### config.mk
export PLATFORM = sky130hd
export DESIGN_NAME = tx_stream_packer_flat
export DESIGN_NICKNAME = d
export VERILOG_FILES = /design/src/rtl/tcp_tx_pkg.sv /design/src/rtl/tx_stream_packer_if.sv /design/src/rtl/tx_sync_fifo.sv /design/src/rtl/tx_stream_packer.sv /design/src/flat_wrapper.sv
export SDC_FILE = /design/constraint.sdc
export NUM_CORES = 2
export LEC_CHECK = 0
export ABC_AREA = 0
export CORE_MARGIN = 8
export CORE_UTILIZATION = 59
export CTS_CLUSTER_DIAMETER = 200
export DETAILED_ROUTE_END_ITERATION = 16
export GPL_ROUTABILITY_DRIVEN = 0
export GPL_TIMING_DRIVEN = 1
export PLACE_DENSITY_LB_ADDON = 0.15
export SYNTH_ARGS = -nofsm -noshare
export SYNTH_HDL_FRONTEND = slang
export SYNTH_SLANG_ARGS = --single-unit
### constraint.sdc
create_clock -name clk -period 56.7 [get_ports clk]
set_input_delay 8.505 -clock clk [delete_from_list [all_inputs] [get_ports clk]]
set_output_delay 8.505 -clock clk [all_outputs]
set_load 0.02 [all_outputs]
### src/rtl/tcp_tx_pkg.sv
// Shared definitions for the TX stream packer: geometry, FSM states and
// the byte-count helpers used when a word is loaded and serialized.
package tcp_tx_pkg;

   localparam int DATA_BITS  = 512;
   localparam int OUT_BITS   = 64;
   localparam int BEATS      = DATA_BITS / OUT_BITS;
   localparam int KEEP_W     = OUT_BITS / 8;
   localparam int BEAT_W     = $clog2(BEATS);
   localparam int NB_W       = BEAT_W + 1;
   localparam int BYTES_W    = 7;
   localparam int WORD_BYTES = DATA_BITS / 8;

   typedef enum logic {
      IDLE = 1'b0,
      SEND = 1'b1
   } state_t;

   // Out-of-range byte counts (0 or beyond a full word) mean a full word.
   function automatic logic [BYTES_W-1:0] norm_bytes(input logic [BYTES_W-1:0] b);
      if (b == '0 || b > BYTES_W'(WORD_BYTES)) return BYTES_W'(WORD_BYTES);
      return b;
   endfunction

   // Beats needed for a word: ceil(bytes/lane) for a last word, else all lanes.
   function automatic logic [NB_W-1:0] calc_nbeats(input logic last,
                                                    input logic [BYTES_W-1:0] b);
      logic [BYTES_W-1:0] sum;
      sum = b + BYTES_W'(KEEP_W - 1);
      if (!last) return NB_W'(BEATS);
      return NB_W'(sum >> $clog2(KEEP_W));
   endfunction

   // Byte enables for the final beat: low 'residual' bytes set.
   function automatic logic [KEEP_W-1:0] keep_mask(input logic last,
                                                   input logic [BYTES_W-1:0] b,
                                                   input logic [NB_W-1:0] nb);
      logic [BYTES_W-1:0] res;
      logic [KEEP_W-1:0]  ones;
      ones = '1;
      if (!last) return ones;
      res = b - (BYTES_W'(nb - NB_W'(1)) << $clog2(KEEP_W));
      return ~(ones << res);
   endfunction

endpackage

### src/rtl/tx_stream_packer_if.sv
// Word input from the BRAM read stage plus AXI-Stream beat output.
// 'master' is the read-stage/sink side, 'slave' is the packer.
interface tx_stream_packer_if #(
   parameter int data_bits  = 512,
   parameter int out_bits   = 64,
   parameter int fifo_depth = 4
);
   logic [data_bits-1:0]          fifo_tx_data;
   logic                          fifo_tx_valid;
   logic                          word_last;
   logic [6:0]                    word_bytes;
   logic                          fifo_tx_ready;
   logic [out_bits-1:0]           m_axis_tdata;
   logic [out_bits/8-1:0]         m_axis_tkeep;
   logic                          m_axis_tvalid;
   logic                          m_axis_tlast;
   logic                          m_axis_tready;
   logic [$clog2(fifo_depth):0]   fifo_level;

   modport master (
      output fifo_tx_data, fifo_tx_valid, word_last, word_bytes, m_axis_tready,
      input  fifo_tx_ready, m_axis_tdata, m_axis_tkeep, m_axis_tvalid,
             m_axis_tlast, fifo_level
   );

   modport slave (
      input  fifo_tx_data, fifo_tx_valid, word_last, word_bytes, m_axis_tready,
      output fifo_tx_ready, m_axis_tdata, m_axis_tkeep, m_axis_tvalid,
             m_axis_tlast, fifo_level
   );
endinterface

### src/rtl/tx_sync_fifo.sv
// Small synchronous FIFO with registered full/empty flags and occupancy.
// Push while full and pop while empty are ignored.
module tx_sync_fifo #(
   parameter int WIDTH = 520,
   parameter int DEPTH = 4,
   localparam int AW   = $clog2(DEPTH),
   localparam int LW   = AW + 1
) (
   input  logic             clk,
   input  logic             rst,
   input  logic             push_i,
   input  logic [WIDTH-1:0] din_i,
   input  logic             pop_i,
   output logic [WIDTH-1:0] dout_o,
   output logic             full_o,
   output logic             empty_o,
   output logic [LW-1:0]    level_o
);

   logic [WIDTH-1:0] mem_q [DEPTH];
   logic [AW-1:0]    wr_ptr_q, wr_ptr_d;
   logic [AW-1:0]    rd_ptr_q, rd_ptr_d;
   logic [LW-1:0]    level_q, level_d;
   logic             full_q, empty_q;
   logic             push_ok, pop_ok;

   assign push_ok = push_i && !full_q;
   assign pop_ok  = pop_i && !empty_q;

   // Next pointers wrap naturally (power-of-two depth); level tracks net change.
   always_comb begin
      wr_ptr_d = wr_ptr_q + AW'(push_ok);
      rd_ptr_d = rd_ptr_q + AW'(pop_ok);
      level_d  = level_q;
      case ({push_ok, pop_ok})
         2'b10:   level_d = level_q + LW'(1);
         2'b01:   level_d = level_q - LW'(1);
         default: level_d = level_q;
      endcase
   end

   // Control state: pointers, level and flags registered from next level.
   always_ff @(posedge clk or posedge rst) begin
      if (rst) begin
         wr_ptr_q <= '0;
         rd_ptr_q <= '0;
         level_q  <= '0;
         full_q   <= 1'b0;
         empty_q  <= 1'b1;
      end else begin
         wr_ptr_q <= wr_ptr_d;
         rd_ptr_q <= rd_ptr_d;
         level_q  <= level_d;
         full_q   <= (level_d == LW'(DEPTH));
         empty_q  <= (level_d == '0);
      end
   end

   // Storage array; data needs no reset.
   always_ff @(posedge clk) begin
      if (push_ok) mem_q[wr_ptr_q] <= din_i;
   end

   assign dout_o  = mem_q[rd_ptr_q];
   assign full_o  = full_q;
   assign empty_o = empty_q;
   assign level_o = level_q;

endmodule

### src/rtl/tx_stream_packer.sv
// Buffers 512-bit words from the read stage and serializes each into
// 64-bit AXI-Stream beats, generating tkeep/tlast for partial last words.
module tx_stream_packer
   import tcp_tx_pkg::*;
#(
   parameter int data_bits  = DATA_BITS,
   parameter int out_bits   = OUT_BITS,
   parameter int fifo_depth = 4
) (
   input  logic                clk,
   input  logic                reset,
   tx_stream_packer_if.slave   bus
);

   localparam int ENTRY_W = data_bits + 1 + BYTES_W;

   logic [ENTRY_W-1:0]   wr_entry, rd_entry;
   logic                 fifo_full, fifo_empty;
   logic                 push, pop;
   logic [data_bits-1:0] head_data;
   logic                 head_last;
   logic [BYTES_W-1:0]   head_bytes;
   logic [NB_W-1:0]      head_nbeats;

   state_t               state_q;
   logic [data_bits-1:0] shift_q;
   logic                 last_q;
   logic [BYTES_W-1:0]   bytes_q;
   logic [NB_W-1:0]      nbeats_q;
   logic [BEAT_W-1:0]    beat_q;
   logic                 tvalid_q;
   logic                 tlast_q;
   logic                 final_beat;
   logic                 beat_hs;

   // Byte count is normalized on entry so the FIFO only holds legal values.
   assign push     = bus.fifo_tx_valid && !fifo_full;
   assign wr_entry = {bus.fifo_tx_data, bus.word_last, norm_bytes(bus.word_bytes)};

   tx_sync_fifo #(
      .WIDTH (ENTRY_W),
      .DEPTH (fifo_depth)
   ) u_fifo (
      .clk     (clk),
      .rst     (reset),
      .push_i  (push),
      .din_i   (wr_entry),
      .pop_i   (pop),
      .dout_o  (rd_entry),
      .full_o  (fifo_full),
      .empty_o (fifo_empty),
      .level_o (bus.fifo_level)
   );

   assign {head_data, head_last, head_bytes} = rd_entry;
   assign head_nbeats = calc_nbeats(head_last, head_bytes);

   assign final_beat = (NB_W'(beat_q) == nbeats_q - NB_W'(1));
   assign beat_hs    = tvalid_q && bus.m_axis_tready;

   // Pop from IDLE, or on the final-beat handshake for a bubble-free reload.
   assign pop = !fifo_empty &&
                ((state_q == IDLE) || (state_q == SEND && beat_hs && final_beat));

   // Serializer FSM with registered tvalid/tlast.
   always_ff @(posedge clk or posedge reset) begin
      if (reset) begin
         state_q  <= IDLE;
         last_q   <= 1'b0;
         bytes_q  <= '0;
         nbeats_q <= '0;
         beat_q   <= '0;
         tvalid_q <= 1'b0;
         tlast_q  <= 1'b0;
      end else begin
         case (state_q)
            IDLE: begin
               if (!fifo_empty) begin
                  state_q  <= SEND;
                  last_q   <= head_last;
                  bytes_q  <= head_bytes;
                  nbeats_q <= head_nbeats;
                  beat_q   <= '0;
                  tlast_q  <= head_last && (head_nbeats == NB_W'(1));
                  tvalid_q <= 1'b0;
               end
            end
            SEND: begin
               if (!tvalid_q) begin
                  tvalid_q <= 1'b1;
               end else if (bus.m_axis_tready) begin
                  if (final_beat) begin
                     if (!fifo_empty) begin
                        last_q   <= head_last;
                        bytes_q  <= head_bytes;
                        nbeats_q <= head_nbeats;
                        beat_q   <= '0;
                        tlast_q  <= head_last && (head_nbeats == NB_W'(1));
                     end else begin
                        state_q  <= IDLE;
                        tvalid_q <= 1'b0;
                        tlast_q  <= 1'b0;
                        beat_q   <= '0;
                     end
                  end else begin
                     beat_q  <= beat_q + BEAT_W'(1);
                     tlast_q <= last_q && (NB_W'(beat_q) + NB_W'(2) == nbeats_q);
                  end
               end
            end
            default: state_q <= IDLE;
         endcase
      end
   end

   // Shift register captures the popped word; held until the next pop.
   always_ff @(posedge clk) begin
      if (pop) shift_q <= head_data;
   end

   assign bus.fifo_tx_ready = !fifo_full;
   assign bus.m_axis_tvalid = tvalid_q;
   assign bus.m_axis_tlast  = tlast_q;
   assign bus.m_axis_tdata  = tvalid_q ? shift_q[int'(beat_q)*out_bits +: out_bits] : '0;
   assign bus.m_axis_tkeep  = !tvalid_q  ? '0 :
                              final_beat ? keep_mask(last_q, bytes_q, nbeats_q) : '1;

endmodule

### src/flat_wrapper.sv
// flat-port wrapper written by rule: the top's interface ports become plain ports
module tx_stream_packer_flat import tcp_tx_pkg::*;
#(
   parameter int data_bits  = DATA_BITS,
   parameter int out_bits   = OUT_BITS,
   parameter int fifo_depth = 4
)
  (clk, reset, bus_fifo_tx_data, bus_fifo_tx_valid, bus_word_last, bus_word_bytes, bus_m_axis_tready, bus_fifo_tx_ready, bus_m_axis_tdata, bus_m_axis_tkeep, bus_m_axis_tvalid, bus_m_axis_tlast, bus_fifo_level);
  tx_stream_packer_if #(.data_bits(data_bits), .out_bits(out_bits), .fifo_depth(fifo_depth)) bus_i ();
  input  logic clk;
  input  logic reset;
  input wire logic [$bits(bus_i.fifo_tx_data)-1:0] bus_fifo_tx_data;
  input wire logic [$bits(bus_i.fifo_tx_valid)-1:0] bus_fifo_tx_valid;
  input wire logic [$bits(bus_i.word_last)-1:0] bus_word_last;
  input wire logic [$bits(bus_i.word_bytes)-1:0] bus_word_bytes;
  input wire logic [$bits(bus_i.m_axis_tready)-1:0] bus_m_axis_tready;
  output wire logic [$bits(bus_i.fifo_tx_ready)-1:0] bus_fifo_tx_ready;
  output wire logic [$bits(bus_i.m_axis_tdata)-1:0] bus_m_axis_tdata;
  output wire logic [$bits(bus_i.m_axis_tkeep)-1:0] bus_m_axis_tkeep;
  output wire logic [$bits(bus_i.m_axis_tvalid)-1:0] bus_m_axis_tvalid;
  output wire logic [$bits(bus_i.m_axis_tlast)-1:0] bus_m_axis_tlast;
  output wire logic [$bits(bus_i.fifo_level)-1:0] bus_fifo_level;
  assign bus_i.fifo_tx_data = bus_fifo_tx_data;
  assign bus_i.fifo_tx_valid = bus_fifo_tx_valid;
  assign bus_i.word_last = bus_word_last;
  assign bus_i.word_bytes = bus_word_bytes;
  assign bus_i.m_axis_tready = bus_m_axis_tready;
  assign bus_fifo_tx_ready = bus_i.fifo_tx_ready;
  assign bus_m_axis_tdata = bus_i.m_axis_tdata;
  assign bus_m_axis_tkeep = bus_i.m_axis_tkeep;
  assign bus_m_axis_tvalid = bus_i.m_axis_tvalid;
  assign bus_m_axis_tlast = bus_i.m_axis_tlast;
  assign bus_fifo_level = bus_i.fifo_level;
  tx_stream_packer #(.data_bits(data_bits), .out_bits(out_bits), .fifo_depth(fifo_depth)) u_core (.clk(clk), .reset(reset), .bus(bus_i));
endmodule
# Word level (Yosys, flattened, before mapping)

Memory sizes are Yosys's and may differ from the RTL's.
Index checks and enable logic that the tools add are counted.

Add/sub/neg operators: 10
Order comparisons: 1
Equal/unequal tests: 10
Shifts and indexed selects: 2
Mux-type cells: 44
Bitwise logic cells: 2
Reduce and logical (&&, ||, !) cells: 17

Operator list:

| cell                | number |
|---|---|
| $shiftx 512x10->64  | 1 |
| $mux 64             | 1 |
| $mux 7              | 6 |
| $mux 8              | 3 |
| $mux 4              | 5 |
| $mux 1              | 17 |
| $pmux 7 s2          | 1 |
| $mux 3              | 4 |
| $pmux 3 s2          | 2 |
| $logic_and 1x1->1   | 9 |
| $ne 2x2->1 const B  | 4 |
| $not 8->8           | 1 |
| $pmux 1 s2          | 4 |
| $pmux 4 s2          | 1 |
| $shl 8x7->8 const A | 1 |
| $sub 4x1->4 const B | 2 |
| $add 7x3->7 const B | 1 |
| $gt 7x7->1 const B  | 1 |
| $logic_not 7->1     | 1 |
| $sub 7x7->7         | 1 |
| $add 3x1->3 const B | 2 |
| $reduce_and 3->1    | 2 |
| $add 2x1->2         | 2 |
| $add 3x2->4 const B | 1 |
| other kinds (11)    | 13 |

Register bits after elaboration: 539
RAM bits: 2080
Bits of input ports: 524
Logic and storage cells: 100
Memories: 1

Memory list:

| memory              | words | width | read ports | clocked after memory_dff | wr ports | RTL line           | text |
|---|---|---|---|---|---|---|---|
| u_core.u_fifo.mem_q | 4     | 520   | 1          | 0                        | 1        | tx_sync_fifo.sv:20 | `logic [WIDTH-1:0] mem_q [DEPTH];` |

# Logic depth before layout (Yosys ltp)

An unclocked memory read counts as a cell.

Depth in word-level cells: 10
Mapped depth: 14

# Hierarchy

Synthesis repeated with hierarchy kept, for this count alone.

Cell total of the unflattened synthesis: 3702
Area, all modules: 96871.7 um^2

Modules (own cells, without submodules):

| module           | instances | cells an instance | area each (um^2) |
|---|---|---|---|
| tx_sync_fifo     | 1         | 2754              | 76029.2 |
| tx_stream_packer | 1         | 948               | 20842.5 |

# Worst setup path before layout

OpenSTA, ideal clock, no wires.

Path kind: input port to flip-flop
From: in bus_fifo_tx_valid
To: mem u_core.u_fifo.mem_q[1][0] (enable)
Library setup time: 2.148 ns
Arrival: 46.031 ns
Required time: 54.552 ns
Setup slack: 8.522 ns
Stages: 2
Path buffers: 0
Cells stage by stage: nand2_1 -> nor3b_1

Word-level cells in the longest chain between the ends: 4

Ends and longest elaborated chain:

| item                         | RTL line               | text |
|---|---|---|
| from (decl)                  | flat_wrapper.sv:13     | `input wire logic [$bits(bus_i.fifo_tx_valid)-1:0] bus_fifo_tx_valid;` |
| $logic_and 1x1->1            | tx_stream_packer.sv:37 | `assign push = bus.fifo_tx_valid && !fifo_full;` |
| $logic_and 1x1->1            | tx_sync_fifo.sv:27     | `assign push_ok = push_i && !full_q;` |
| $mux 1                       | tx_sync_fifo.sv:61     | `if (push_ok) mem_q[wr_ptr_q] <= din_i;` |
| $mux 1 (not written as such) | tx_sync_fifo.sv:61     |  |
| to (decl)                    | tx_sync_fifo.sv:20     |  |

No other way between the ends.

# Worst setup path in the final report

From: reg u_core.beat_q[0]
To: out bus_m_axis_tdata[23]

Word-level cells in the longest chain between the ends: 2

Ends and longest elaborated chain:

| item                   | RTL line                | text |
|---|---|---|
| from (decl)            | tx_stream_packer.sv:30  | `logic [BEAT_W-1:0] beat_q;` |
| from (signal assigned) | tx_stream_packer.sv:106 | `beat_q <= beat_q + BEAT_W'(1);` |
| $shiftx 512x10->64     | tx_stream_packer.sv:124 | `assign bus.m_axis_tdata = tvalid_q ? shift_q[int'(beat_q)*out_bits +: out_bits] : '0;` |
| $mux 64                | tx_stream_packer.sv:124 |  |
| to (decl)              | flat_wrapper.sv:18      | `output wire logic [$bits(bus_i.m_axis_tdata)-1:0] bus_m_axis_tdata;` |

No other way between the ends.

==> results.py <==
metrics = {
    "die": {
        "start_util": 0.592,
        "dieArea_um2": 176000,
        "rows": 148,
        "fp.dieH_um": 419,
        "chipWidth_um": 419,
        "fp.coreArea_um2": 162000,
        "pin_count": 602,
    },
    "yosys": {
        "netlist_instances": 3695,
        "ys_seq_area_frac": 0.819,
        "yosys_register_bits": 2619,
        "async_flop_share": 0.0103,
        "syn_area_um2": 95900,
        "synth_edf_count": 2592,
        "ys_warn_count": 0,
        "ys.flop_type": "edfxtp_1",
        "synth_top_area_frac": 0.812,
        "avgSynthCellArea_um2": 25.9,
        "synth_area_leaders": "edfxtp_1 81%, mux4_2 15%, dfrtp_1 0.68%",
        "netlist.top_cell.by_area": "edfxtp_1",
        "synth.distinct_cells": 48,
        "synth.net_count": 4230,
    },
    "timing": {
        "whs_ns": 0.459,
        "max_freq_mhz": 74.1,
        "final.setup.tns_ns": 0,
        "finalHoldViolations": 0,
        "clock-skew-final_ns": 0.0503,
        "relSlewSlack": 0.294,
        "fin_crit_ns": 13.50,
        "rsz0062_at_grt": "no",
        "setup_violations": 0,
        "slew_viol_final": 0,
        "period_share": 0.238,
        "worst_slew_pin_slew_ns": 1.06,
    },
    "clock_network": {
        "clk_pin_slew_ns": 0.06,
        "clkLatencyLatePin_ns": 0.90,
        "ctsResizeCount": 0,
        "holdBufCountCts": 0,
        "cts_sinks": 2619,
        "htreeDepth": 5,
        "postCtsSetupRepairBufs": 0,
        "cts_root_buffer": "clkbuf_16",
        "cts_tree": "done",
        "cts_buffers": 278,
        "clock_path_buffers": 4,
    },
    "layout": {
        "drive_gt1_frac": 0.233,
        "fin_area_um2": 113000,
        "nets": 5015,
        "syn2layout_area_growth_pct": 17.6,
        "multiInputGateArea_um2": 16600,
        "regArea_um2": 78500,
        "n_fill_cell": 9602,
    },
    "place": {
        "portBuffers": 601,
        "hpwl_mm": 121,
        "dpl_cell_area_um2": 105000,
    },
    "min_path": {
        "hp-class": "reg -> reg",
        "holdPathStages": 1,
        "min_from": "u_core.u_fifo.empty_o",
    },
    "grt": {
        "grt_max_degree": 153,
        "grt_pass1_vias": 43500,
        "grt_pass1_wl_mm": 294,
        "grt.overflow.total": 0,
        "antenna_found_initial": 83,
        "grtUsageTotal": 0.229,
    },
    "setup_path": {
        "path_class": "reg -> out",
        "r2r_start": "u_core.beat_q[0]",
        "startpoint_type": "flip-flop",
        "ff2ff_path_depth": 7,
        "cp_max_fo": 36,
        "cpMaxStageDelayCell": "dfrtp_4",
        "cpPeakStageDelay_ns": 0.96,
        "critical_path_arrival_ns": 5.00,
        "crit_path_end_kind": "primary output",
        "required_ns": 48.19,
        "cpMostUsedCell": "buf_4",
        "path_cells": "buf_4, buf_4, mux4_2, mux2i_1, nor2b_1, clkdlybuf4s50_1",
        "startpoint": "u_core.beat_q[0]",
    },
    "drt": {
        "drc": 0,
        "via_per_inst": 6.11,
        "ant_nets": 0,
        "first_iter_violations": 4000,
        "wl_per_cell_um": 29.4,
        "wl_mm": 202,
        "routed-via-count": 42000,
        "first_pass_iters": 7,
    },
    "power_and_ir_drop": {
        "power.leakage_nw": 35.8,
        "peakVddDrop_mv": 0.0469,
        "power_density_nw_per_um2": 50.6,
    },
    "run_status": {
        "outcome": "complete, no violations",
    },
    "job": {
        "cap_violations": 0,
    },
}
synthesized netlist by cell type (all sizes together), types with 2 or more instances:
| library cell | number |
|---|---|
| a21o | 2 |
| and2 | 3 |
| and3 | 2 |
| buf | 96 |
| clkbuf | 68 |
| dfrtp | 26 |
| edfxtp | 2592 |
| fa | 2 |
| ha | 9 |
| inv | 14 |
| mux2 | 7 |
| mux2i | 65 |
| mux4 | 648 |
| nand2 | 15 |
| nand3 | 5 |
| nor2 | 8 |
| nor2b | 72 |
| nor3 | 3 |
| nor4 | 3 |
| o21a | 8 |
| o21ai | 11 |
| or3 | 2 |
| xnor2 | 7 |
| xor2 | 9 |
area by class of cell:
| class | count | share of cell area |
|---|---|---|
| Timing Repair Buffer | 669 | 0.0585 |
| Clock inverter | 119 | 0.00758 |
| Clock buffer | 345 | 0.0649 |
| Sequential cell | 2619 | 0.696 |
| Tap cell | 2175 | 0.0241 |
| Multi-Input combinational cell | 898 | 0.147 |
| Inverter | 14 | 0.000533 |
| Antenna cell | 31 | 0.000688 |
flip-flops by register name, summed over array words and instances, names as in the netlist:
signal,flops
u_core.nbeats_q,4
u_core.u_fifo.level_o,3
u_core.u_fifo.mem_q,2080
u_core.u_fifo.rd_ptr_q,2
u_core.beat_q,3
u_core.u_fifo.full_o,1
u_core.u_fifo.empty_o,1
u_core.bytes_q,7
u_core.bus.m_axis_tlast,1
u_core.state_q,1
u_core.shift_q,512
u_core.last_q,1
u_core.bus.m_axis_tvalid,1
u_core.u_fifo.wr_ptr_q,2
per-stage QoR:
stage	utilization	power [mW]	setup WS (ns)	instances
after global routing	0.696	5.92	42.88	6861
after global placement	0.645	4.09	43.36	6375
after floorplan	-	3.99	8.52	3695
final	0.696	5.71	43.20	6870
after CTS	0.696	5.77	42.95	6839
after detailed placement	0.645	4.12	43.27	6375
power breakdown:
group	leakage [nW]	switching, mW	internal [mW]	total, mW
Clock	4.02	0.686	0.963	1.65
Sequential	24.0	0.111	2.59	2.70
Combinational	7.74	0.731	0.625	1.36
Total	35.8	1.53	4.18	5.71
logic make-up after synthesis:
logic type,share of synthesized area
flip-flops,0.819
multiplexers,0.160
adder cells (fa/ha/maj),0.00159
AND/OR/NAND/NOR,0.00763
AO/OA/AOI/OAI,0.00252
buffers and inverters,0.00801
XOR/XNOR,0.00146
placed cells by master (no fill, tap or decap), types with 3 or more instances in the layout:
cell / instances
diode_2: 31
o21ai_1: 3
o21a_1: 8
nand3_1: 4
dfrtp_4: 6
and2_1: 3
nand2_1: 15
clkbuf_1: 62
clkinv_2: 44
buf_4: 62
nor2_1: 7
clkbuf_16: 283
mux4_2: 648
edfxtp_1: 2592
xnor2_1: 7
buf_12: 6
bufinv_16: 12
mux2_2: 7
inv_1: 13
dfrtp_1: 20
o21ai_0: 8
mux2i_1: 65
clkinv_1: 55
xor2_1: 9
inv_6: 5
ha_1: 9
nor2b_1: 72
clkdlybuf4s50_1: 601
critical path: cells and delay by family (launching register included):
family / cells / cell delay (ns)
mux: 2 / 0.93
simple gates: 1 / 0.09
buf+inv: 3 / 2.02
flops: 1 / 0.96
layer usage:
metal | vias to the layer above | part of all wire | global-route usage
met3 | 444 | 0.058 | 0.0412
met1 | 22400 | 0.39 | 0.304
li1 | 17500 | - | -
met4 | 10 | 0.031 | 0.0770
met2 | 1579 | 0.52 | 0.388
met5 | - | 0.00031 | 0
worst paths after layout:
path / end / slack (ns)
worst min register to register: u_core.state_q / 0.46
max in group asynchronous: u_core.beat_q[1] / 47.76
worst min-delay path: u_core.state_q / 0.46
worst max-delay path: bus_m_axis_tdata[23] / 43.20
worst max register to register: u_core.shift_q[413] / 51.28
min in group asynchronous: u_core.u_fifo.wr_ptr_q[0] / 8.19
Power figures use the tool's default switching activity.
